[config.mk]
export PLATFORM = sky130hd
export DESIGN_NAME = nibble_serial_adder
export DESIGN_NICKNAME = d
export VERILOG_FILES = /design/src/rtl/adder_pkg.sv /design/src/rtl/four_bit_cla.sv /design/src/rtl/nibble_serial_adder.sv
export SDC_FILE = /design/constraint.sdc
export NUM_CORES = 1
export LEC_CHECK = 0
export ABC_CLOCK_PERIOD_IN_PS = 2120
export BUFFER_PORTS_ARGS = -buffer_cell sky130_fd_sc_hd__clkbuf_2
export CAP_MARGIN = 10
export CORE_ASPECT_RATIO = 0.75
export CORE_MARGIN = 4
export CORE_UTILIZATION = 25
export DETAILED_ROUTE_END_ITERATION = 12
export PLACE_DENSITY = 0.53
export SYNTH_ARGS = -nofsm -noshare
export SYNTH_HDL_FRONTEND = slang
export SYNTH_SLANG_ARGS = --single-unit
[constraint.sdc]
create_clock -name clk -period 2.12 [get_ports clk]
set_input_delay 0 -clock clk [delete_from_list [all_inputs] [get_ports clk]]
set_output_delay 0 -clock clk [all_outputs]
set_load 0.02 [all_outputs]
[src/rtl/adder_pkg.sv]
// Shared definitions for the nibble-serial adder: nibble size, FSM encoding, WIDTH legality.
// Latency: n/a (package only).
// Backpressure: n/a (package only).
package adder_pkg;

    localparam int NIBBLE = 4;

    localparam logic [1:0] ST_IDLE = 2'd0;
    localparam logic [1:0] ST_RUN  = 2'd1;
    localparam logic [1:0] ST_DONE = 2'd2;

    typedef enum logic [1:0] {
        S_IDLE = ST_IDLE,
        S_RUN  = ST_RUN,
        S_DONE = ST_DONE
    } state_t;

    // Operand width must be a whole number of nibbles, at least one.
    function automatic bit width_ok(input int w);
        return (w >= NIBBLE) && ((w % NIBBLE) == 0);
    endfunction

endpackage

[src/rtl/four_bit_cla.sv]
// 4-bit carry-lookahead adder cell: s = a + b + c0, c4 = carry out of bit 3.
// Latency: purely combinational, zero cycles.
// Backpressure: none; no handshake.
// Ports: a, b (4-bit operands), c0 (carry in), s (4-bit sum), c4 (carry out).
module four_bit_cla (
    input  logic [3:0] a,
    input  logic [3:0] b,
    input  logic       c0,
    output logic [3:0] s,
    output logic       c4
);

    logic [3:0] g;
    logic [3:0] p;
    logic       c1;
    logic       c2;
    logic       c3;

    assign g = a & b;
    assign p = a ^ b;

    // Every carry is a flat sum of products of g/p/c0, no ripple chain.
    assign c1 = g[0] | (p[0] & c0);
    assign c2 = g[1] | (p[1] & g[0]) | (p[1] & p[0] & c0);
    assign c3 = g[2] | (p[2] & g[1]) | (p[2] & p[1] & g[0])
              | (p[2] & p[1] & p[0] & c0);
    assign c4 = g[3] | (p[3] & g[2]) | (p[3] & p[2] & g[1])
              | (p[3] & p[2] & p[1] & g[0]) | (p[3] & p[2] & p[1] & p[0] & c0);

    assign s = p ^ {c3, c2, c1, c0};

endmodule

[src/rtl/nibble_serial_adder.sv]
// WIDTH-bit adder that streams operands through one 4-bit CLA cell, LS nibble first.
// Latency: accept at edge k gives out_valid after edge k+N (N = WIDTH/4); period N+2 minimum.
// Backpressure: result held in DONE until out_ready; in_ready only in IDLE, no overlap.
// Ports: clk, rst_n (sync, active-low); in_valid/in_ready with a, b, cin;
//        out_valid/out_ready with registered sum, cout, overflow.
module nibble_serial_adder
    import adder_pkg::*;
#(
    parameter int WIDTH = 16
) (
    input  logic             clk,
    input  logic             rst_n,
    input  logic             in_valid,
    output logic             in_ready,
    input  logic [WIDTH-1:0] a,
    input  logic [WIDTH-1:0] b,
    input  logic             cin,
    output logic             out_valid,
    input  logic             out_ready,
    output logic [WIDTH-1:0] sum,
    output logic             cout,
    output logic             overflow
);

    localparam int N     = WIDTH / NIBBLE;
    localparam int IDX_W = (N > 1) ? $clog2(N) : 1;

    if (!width_ok(WIDTH)) begin : g_width_chk
        $error("nibble_serial_adder: WIDTH must be a multiple of 4 and at least 4");
    end

    state_t           state;
    state_t           state_nxt;
    logic [WIDTH-1:0] a_sh;
    logic [WIDTH-1:0] b_sh;
    logic [WIDTH-1:0] sum_reg;
    logic [WIDTH-1:0] sum_nxt;
    logic [IDX_W-1:0] idx;
    logic             carry;
    logic             a_msb;
    logic             b_msb;
    logic [3:0]       cla_s;
    logic             cla_c4;
    logic             accept;
    logic             last;

    four_bit_cla u_cla (
        .a  (a_sh[NIBBLE-1:0]),
        .b  (b_sh[NIBBLE-1:0]),
        .c0 (carry),
        .s  (cla_s),
        .c4 (cla_c4)
    );

    // in_ready is gated by rst_n so nothing is accepted on a reset edge.
    assign in_ready  = (state == S_IDLE) && rst_n;
    assign out_valid = (state == S_DONE);
    assign accept    = in_valid && in_ready;
    assign last      = (idx == IDX_W'(N - 1));

    // sum_reg with the current nibble slot replaced by the cell's output.
    always_comb begin
        sum_nxt = sum_reg;
        sum_nxt[int'(idx) * NIBBLE +: NIBBLE] = cla_s;
    end

    always_ff @(posedge clk) begin
        if (!rst_n) begin
            state <= S_IDLE;
        end else begin
            state <= state_nxt;
        end
    end

    always_comb begin
        state_nxt = state;
        case (state)
            S_IDLE: if (in_valid)  state_nxt = S_RUN;
            S_RUN:  if (last)      state_nxt = S_DONE;
            S_DONE: if (out_ready) state_nxt = S_IDLE;
            default:               state_nxt = S_IDLE;
        endcase
    end

    always_ff @(posedge clk) begin
        if (!rst_n) begin
            a_sh     <= '0;
            b_sh     <= '0;
            sum_reg  <= '0;
            idx      <= '0;
            carry    <= 1'b0;
            a_msb    <= 1'b0;
            b_msb    <= 1'b0;
            sum      <= '0;
            cout     <= 1'b0;
            overflow <= 1'b0;
        end else if (accept) begin
            a_sh  <= a;
            b_sh  <= b;
            carry <= cin;
            idx   <= '0;
            a_msb <= a[WIDTH-1];
            b_msb <= b[WIDTH-1];
        end else if (state == S_RUN) begin
            sum_reg <= sum_nxt;
            carry   <= cla_c4;
            a_sh    <= a_sh >> NIBBLE;
            b_sh    <= b_sh >> NIBBLE;
            idx     <= idx + IDX_W'(1);
            // Outputs load only as the last nibble completes, so they never
            // show a partial result and hold through DONE and the next RUN.
            if (last) begin
                sum      <= sum_nxt;
                cout     <= cla_c4;
                overflow <= (a_msb == b_msb) && (sum_nxt[WIDTH-1] != a_msb);
            end
        end
    end

endmodule

==> flow_summary.ini, run 1 <==
[cts]
clockBufferDepth = 2
cts_root_buf = clkbuf_16
postCtsSetupBuffers = 0
cts_tree = built
cts_buffers = 9
h-tree-depth = 3
cts_resized = 0
clock-sinks = 73
path_clk_slew_ns = 0.06
clock_latency_ns = 0.33

[worst_setup_path]
path_cells = inv_1 > ha_1 > and4bb_2 > nand2b_1 > mux2i_1 > o21ai_0 > a31oi_1
crit_path_end_kind = register
critical_path_class = register to register
worstSetupStartpointType = register
required_ns = 2.37
cpPeakStageDelay_ns = 0.41
cp_max_fo = 6
cp.arrival_ns = 2.15
slowest_stage = dfxtp_1

[logic_synthesis]
avgSynthCellArea_um2 = 9.29
syn_area_um2 = 3370
synth_nets = 411
yosys_warnings = 0
synth_cell_types = 46
ys_ff_latch = 73
yosysSeqAreaShare_pct = 43.3
postSynthCellCount = 363

[floorplanning]
dieArea_um2 = 15400
die_w_um = 142
fp-row-count = 36
ios = 57
core_um2 = 13100
start_util_pct = 25.7
die_h_um = 109

[timing]
timing.final.crit_period_ns = 1.90
setup_tns_ns = 0
hold_violations = 0
worstMarginPinSlew_ns = 0.676
slew_violations = 0
slew_headroom_pct = 54.9
setup-violations-final = 0
rsz0062_at_grt = false
post-route-period-util_pct = 89.5
setup_slack_ns = 0.223
finalClockSkew_ns = 0.00751
max_freq_mhz = 527

[grt]
antenna_found_initial = 0
grt_max_degree = 72
grt_pass1_wl_um = 14500
grtUsageMet2_pct = 17.6
grt_overflow = 0
grt_pass1_vias = 2915
grtUsageTotal_pct = 11.8
grt_use_met1_pct = 16.7
busiest_layer = met2
use_met3_pct = 3.32

[placed_design]
dp_cells = 576
gp_congestion = 0.777
hpwlAfterDp_um = 6300
port_buffers = 56
place_ws_ns = 0.247

[finish]
final_nets = 495
largest_reg_flops = 32
multiInputGateArea_um2 = 1710
drive_gt1_share_pct = 20.6
final-seq-area_um2 = 1460
n_antenna_cell = 0
nFillCells = 1351
instances_no_fill = 623
syn_to_final_growth_pct = 32.3

[route]
drt-initial-drc-count = 123
vias = 2935
avgRoutedWirePerCell_um = 14.3
ant_nets = 0
drcViolationCount = 0
drt-pass1-iter-count = 4
drt-total-wl_um = 8930
routed_via_density = 4.71

[power]
power_density_nw_per_um2 = 848
irDropWorstVdd_v = 0.000432
p_leak_uw = 0.00187

[hold_path]
min_path_type = input port to register

[job]
drv_cap = 0

[run_status]
outcome = complete, no violations
-- per-layer routing --
metal	up-vias	wire length, um
li1	1455	-
met1	1402	4590
met2	63	3810
met3	15	437
met4	0	87
met5	-	0
-- where the power goes --
group          internal [uW]  switching, uW
sequential              1430           32.7
clock                   1270            577
combinational            202            270
total                   2900            880
-- cell families (layout without fill, tap and decap cells) --
family,count (synthesis),after routing,share of synthesized area [%]
multiplexers,3,3,0.891
adder cells (fa/ha/maj),11,11,4.30
flip-flops,73,73,43.3
AO/OA/AOI/OAI,127,127,26.9
buffers and inverters,35,124,6.09
XOR/XNOR,3,3,1.22
AND/OR/NAND/NOR,111,111,17.3
-- layout by cell type (no fill, tap or decap), types with 3 or more instances in the layout --
cell            n
o21ai_0        12
inv_1          11
buf_4          10
clkbuf_16       9
nor2_1          4
mux2i_1         3
a22oi_1        35
clkbuf_2       56
dfxtp_1        73
dlygate4sd3_1  31
nor2b_1        29
o211a_1        11
a21boi_0       10
ha_1           10
a21oi_1        25
nand2b_1        3
nand2_1        54
a21boi_1       20
nand3_1         8
bufinv_16       4
-- through the flow --
| step | area [um2] | hold slack [ns] | power (uW) | util, % |
|---|---|---|---|---|
| final | 4460 | 0.0256 | 3780 | 34.0 |
| after global routing | 4460 | 0.0299 | 3940 | 34.0 |
| after CTS | 4460 | 0.0127 | 3830 | 34.0 |
| after detailed placement | 3780 | 0.253 | 1920 | 28.9 |
| after global placement | 3780 | 0.242 | 1910 | 28.9 |
| after floorplan | 3370 | 0.133 | 1790 | - |
-- critical path, delay by kind of cell (launching register included) --
kind,cells,cell delay (ns)
AOI/OAI and AO/OA,2,0.29
adders and majority gates,1,0.34
buffers and inverters,1,0.11
DFF,1,0.41
muxes,1,0.22
and+or+nand+nor,2,0.47
-- cells in the mapped netlist, drive strengths merged --
master | count | share of area [%]
a31oi | 1 | 0.19
a21o | 1 | 0.22
nand2 | 54 | 6.0
inv | 11 | 1.2
a21boi | 30 | 6.7
a21oi | 25 | 3.7
and3 | 2 | 0.37
nor2 | 5 | 1.0
o221ai | 2 | 0.70
nand3b | 1 | 0.22
a41oi | 1 | 0.26
and4bb | 3 | 1.1
and2b | 1 | 0.22
o211a | 11 | 3.3
xnor2 | 2 | 0.74
nor2b | 30 | 5.6
dfxtp | 73 | 43
xor2 | 1 | 0.48
clkbuf | 7 | 0.78
o221a | 1 | 0.33
ha | 10 | 3.7
o21ai | 15 | 2.4
buf | 17 | 4.1
o21a | 1 | 0.22
and2 | 2 | 0.45
nand4b | 1 | 0.26
nor3b | 1 | 0.22
a22oi | 35 | 7.8
mux2i | 3 | 0.89
a22o | 2 | 0.52
nand2b | 3 | 0.56
fa | 1 | 0.59
a32oi | 2 | 0.52
nand3 | 8 | 1.2
-- final cells by class --
class	count	share of cell area (%)
Multi-Input combinational cell	255	38.3
Sequential cell	73	32.8
Timing Repair Buffer	97	14.9
Clock buffer	9	5.05
Tap cell	171	4.80
Clock inverter	7	3.20
Inverter	11	0.926
-- worst paths after layout --
check / slack [ns] / cells after the start / endpoint / startpoint
worst min register to register: 0.45 / 2 / a_sh[7]$_SDFFE_PN0P_ / a_sh[7]$_SDFFE_PN0P_
worst max register to register: 0.22 / 7 / overflow$_SDFFE_PN0P_ / idx[1]$_SDFFE_PP0P_
worst max-delay path: 0.22 / 7 / overflow$_SDFFE_PN0P_ / idx[1]$_SDFFE_PP0P_
worst min-delay path: 0.03 / 3 / a_sh[3]$_SDFFE_PN0P_ / a[3]
-- what timing repair did --
| item | in CTS | in global routing |
|---|---|---|
| hold buffers | 31 | 0 |
| setup endpoints to repair | 0 | 0 |
| endpoints found under the hold margin | 32 | 0 |
Power figures use the tool's default switching activity.
==> run 2, diff against run 1 <==
--- a/config.mk
+++ b/config.mk
@@ -5,6 +5,7 @@
 export SDC_FILE = /design/constraint.sdc
 export NUM_CORES = 1
 export LEC_CHECK = 0
+export ABC_AREA = 1
 export ABC_CLOCK_PERIOD_IN_PS = 2120
 export BUFFER_PORTS_ARGS = -buffer_cell sky130_fd_sc_hd__clkbuf_2
 export CAP_MARGIN = 10
==> run 2 against run 1 <==
Die area down 0.80%; sequential share of layout area up 0.55 points; clock-buffer cell count up 1; synthesized area down 0.85%; design area down 1.7%; via count up 6.9%; sequential cell count unchanged; non-clock buffer count down 2; synthesized cell count up 22%; largest power group unchanged; wire length up 0.90%; cell count up 13%; clock power down 18%.
==> flow_summary.ini, run 2 <==
[finish]
stdcell_area_um2 = 4390
final_nets = 575
drive_gt1_share_pct = 16.9
n_antenna_cell = 0
final_cell_mix = nand2_1 (117), dfxtp_1 (73), inv_1 (62)
final_common_cell = nand2_1
largest_reg_flops = 32
syn_to_final_growth_pct = 31.2

[floorplanning]
ios = 57
die_h_um = 108
fp-row-count = 36
core_um2 = 13000
start_util_pct = 25.7
die_w_um = 142
dieArea_um2 = 15300

[route]
vias = 3138
drcViolationCount = 0
drt-total-wl_um = 9010
ant_nets = 0
drt-pass1-iter-count = 5
routed_via_density = 4.46
avgRoutedWirePerCell_um = 12.8
drt-initial-drc-count = 207

[logic_synthesis]
synth_commonest_cells = nand2_1 (117), dfxtp_1 (73), inv_1 (62), o21ai_0 (29), a21oi_1 (25)
synthSimpleGateAreaFrac_pct = 20.1
yosysSeqAreaShare_pct = 43.7
syn_area_um2 = 3340
ys_ff_latch = 73
synth_top_family_by_area = simple AND/OR/NAND/NOR gates
yosys_warnings = 0
synth_top_cell_by_area = dfxtp_1
synth_cell_types = 36
synthFlopType = dfxtp_1
avgSynthCellArea_um2 = 7.56
synth_top_area_share_pct = 43.7
yosys-top-cells-area = dfxtp_1 (44%), nand2_1 (13%), inv_1 (7.0%)
yosys.area_share.adder_pct = 4.34
synth-compound-area-share_pct = 19.8
synth_edf_count = 0
postSynthCellCount = 442
synthMuxAreaShare_pct = 0
synth_nets = 490
synthXorXnorAreaFrac_pct = 0.524
yosysMostFrequentCell = nand2_1
async_reset_ff_share_pct = 0

[timing]
max_freq_mhz = 532
post-route-period-util_pct = 88.7
setup_tns_ns = 0
worstMarginPinSlew_ns = 0.563
setup-violations-final = 0
rsz0062_at_grt = false
slew_headroom_pct = 62.5
slew_violations = 0
timing.final.crit_period_ns = 1.88
finalClockSkew_ns = 0.00776
hold_violations = 0

[cts]
clock_latency_ns = 0.34
clock-sinks = 73
cts_root_buf = clkbuf_16
cts_buffers = 9
h-tree-depth = 3
cts_tree = built
path_clk_slew_ns = 0.06
postCtsSetupBuffers = 0
clockBufferDepth = 2
cts_resized = 0

[run_status]
outcome = complete, no violations

[worst_setup_path]
cp_max_fo = 4
cpPeakStageDelay_ns = 0.41
required_ns = 2.40
slowest_stage = dfxtp_1
path_cells = inv_1 > ha_1 > inv_1 > nor3_1 > nand3_1 > o21ai_0 > o21ai_0 > inv_1
critical_path_class = register to register
cp.arrival_ns = 2.16
cpMostUsedCell = inv_1
crit_family = simple AND/OR/NAND/NOR gates
crit_path_end_kind = register
worstSetupStartpointType = register
worst-path-buf-inv = 3

[power]
irDropWorstVdd_v = 0.000442
power_density_nw_per_um2 = 794
p_leak_uw = 0.00198

[grt]
grt_max_degree = 52
grt_pass1_wl_um = 15000
grt_overflow = 0
grt_pass1_vias = 2994
antenna_found_initial = 0
grtUsageTotal_pct = 12.3

[placed_design]
place_area_um2 = 3760
gp_congestion = 0.770
port_buffers = 56
hpwlAfterDp_um = 6220

[hold_path]
min_path_type = input port to register

[job]
drv_cap = 0
-- run 2: cell count changes after synthesis, sizes merged, moves of 22 or more --
cell    previous run  this run
a31oi              1        23
inv               11        68
nor2b             30         0
nand2             54       120
a21boi            30         0
a22oi             35         1
-- run 2: path summary, 6_finish.rpt --
kind,to,from,cells past startpoint,slack [ns]
setup / recovery,sum_reg[11]$_SDFFE_PN0P_,idx[1]$_SDFFE_PP0P_,8,0.24
hold / removal,a_sh[9]$_SDFFE_PN0P_,a[9],3,0.01
setup reg to reg,sum_reg[11]$_SDFFE_PN0P_,idx[1]$_SDFFE_PP0P_,8,0.24
hold reg to reg,sum[4]$_SDFFE_PN0P_,sum[4]$_SDFFE_PN0P_,2,0.46
-- run 2: timing repair --
action | CTS | global route
hold buffers | 33 | 0
setup endpoints to repair | 0 | 0
hold endpoints to repair | 35 | 0
-- run 2: through the flow --
stage / hold WS [ns] / setup slack, ns / std cells / total power [uW] / utilization [%]
6_report: 0.0138 / 0.240 / 703 / 3480 / 33.7
3_3_place_gp: 0.248 / 0.285 / 654 / 1930 / 28.9
4_1_cts: 0.00256 / 0.260 / 703 / 3520 / 33.7
2_1_floorplan: 0.131 / 0.437 / 442 / 1820 / -
5_1_grt: 0.0285 / 0.111 / 703 / 3630 / 33.7
3_5_place_dp: 0.248 / 0.285 / 654 / 1940 / 28.9
-- run 2: worst min-delay path: cells and delay by family --
kind	cells	cell delay [ns]
AO/OA/AOI/OAI	2	0.22
buffers and inverters	1	0.09
-- run 2: area by class of cell --
class	instances	area, um2
multi-input cells	280	1490
clock inverters	6	67.6
well taps	171	214
fillers	1404	8630
flip-flops and latches	73	1460
clock buffers	10	229
inverters	68	265
repair buffers	95	656
-- run 2: cell families (layout without fill, tap and decap cells) --
group / after synthesis / after routing
AND/OR/NAND/NOR: 156 / 156
AO/OA/AOI/OAI: 111 / 111
buffers and inverters: 89 / 179
flip-flops: 73 / 73
adder cells (fa/ha/maj): 11 / 11
XOR/XNOR: 2 / 2
-- run 2: power by group --
group          internal [uW]  switching (uW)
combinational            188             288
sequential              1450            35.2
clock                    915             608
total                   2550             932
-- run 2: metal layers --
metal  track usage, %  vias up  wire length, um
li1                 -     1606                -
met1             16.6     1453             4530
met2             18.6       69             3860
met3             4.11       10              490
met4             3.56        0              129
met5                0        -                0
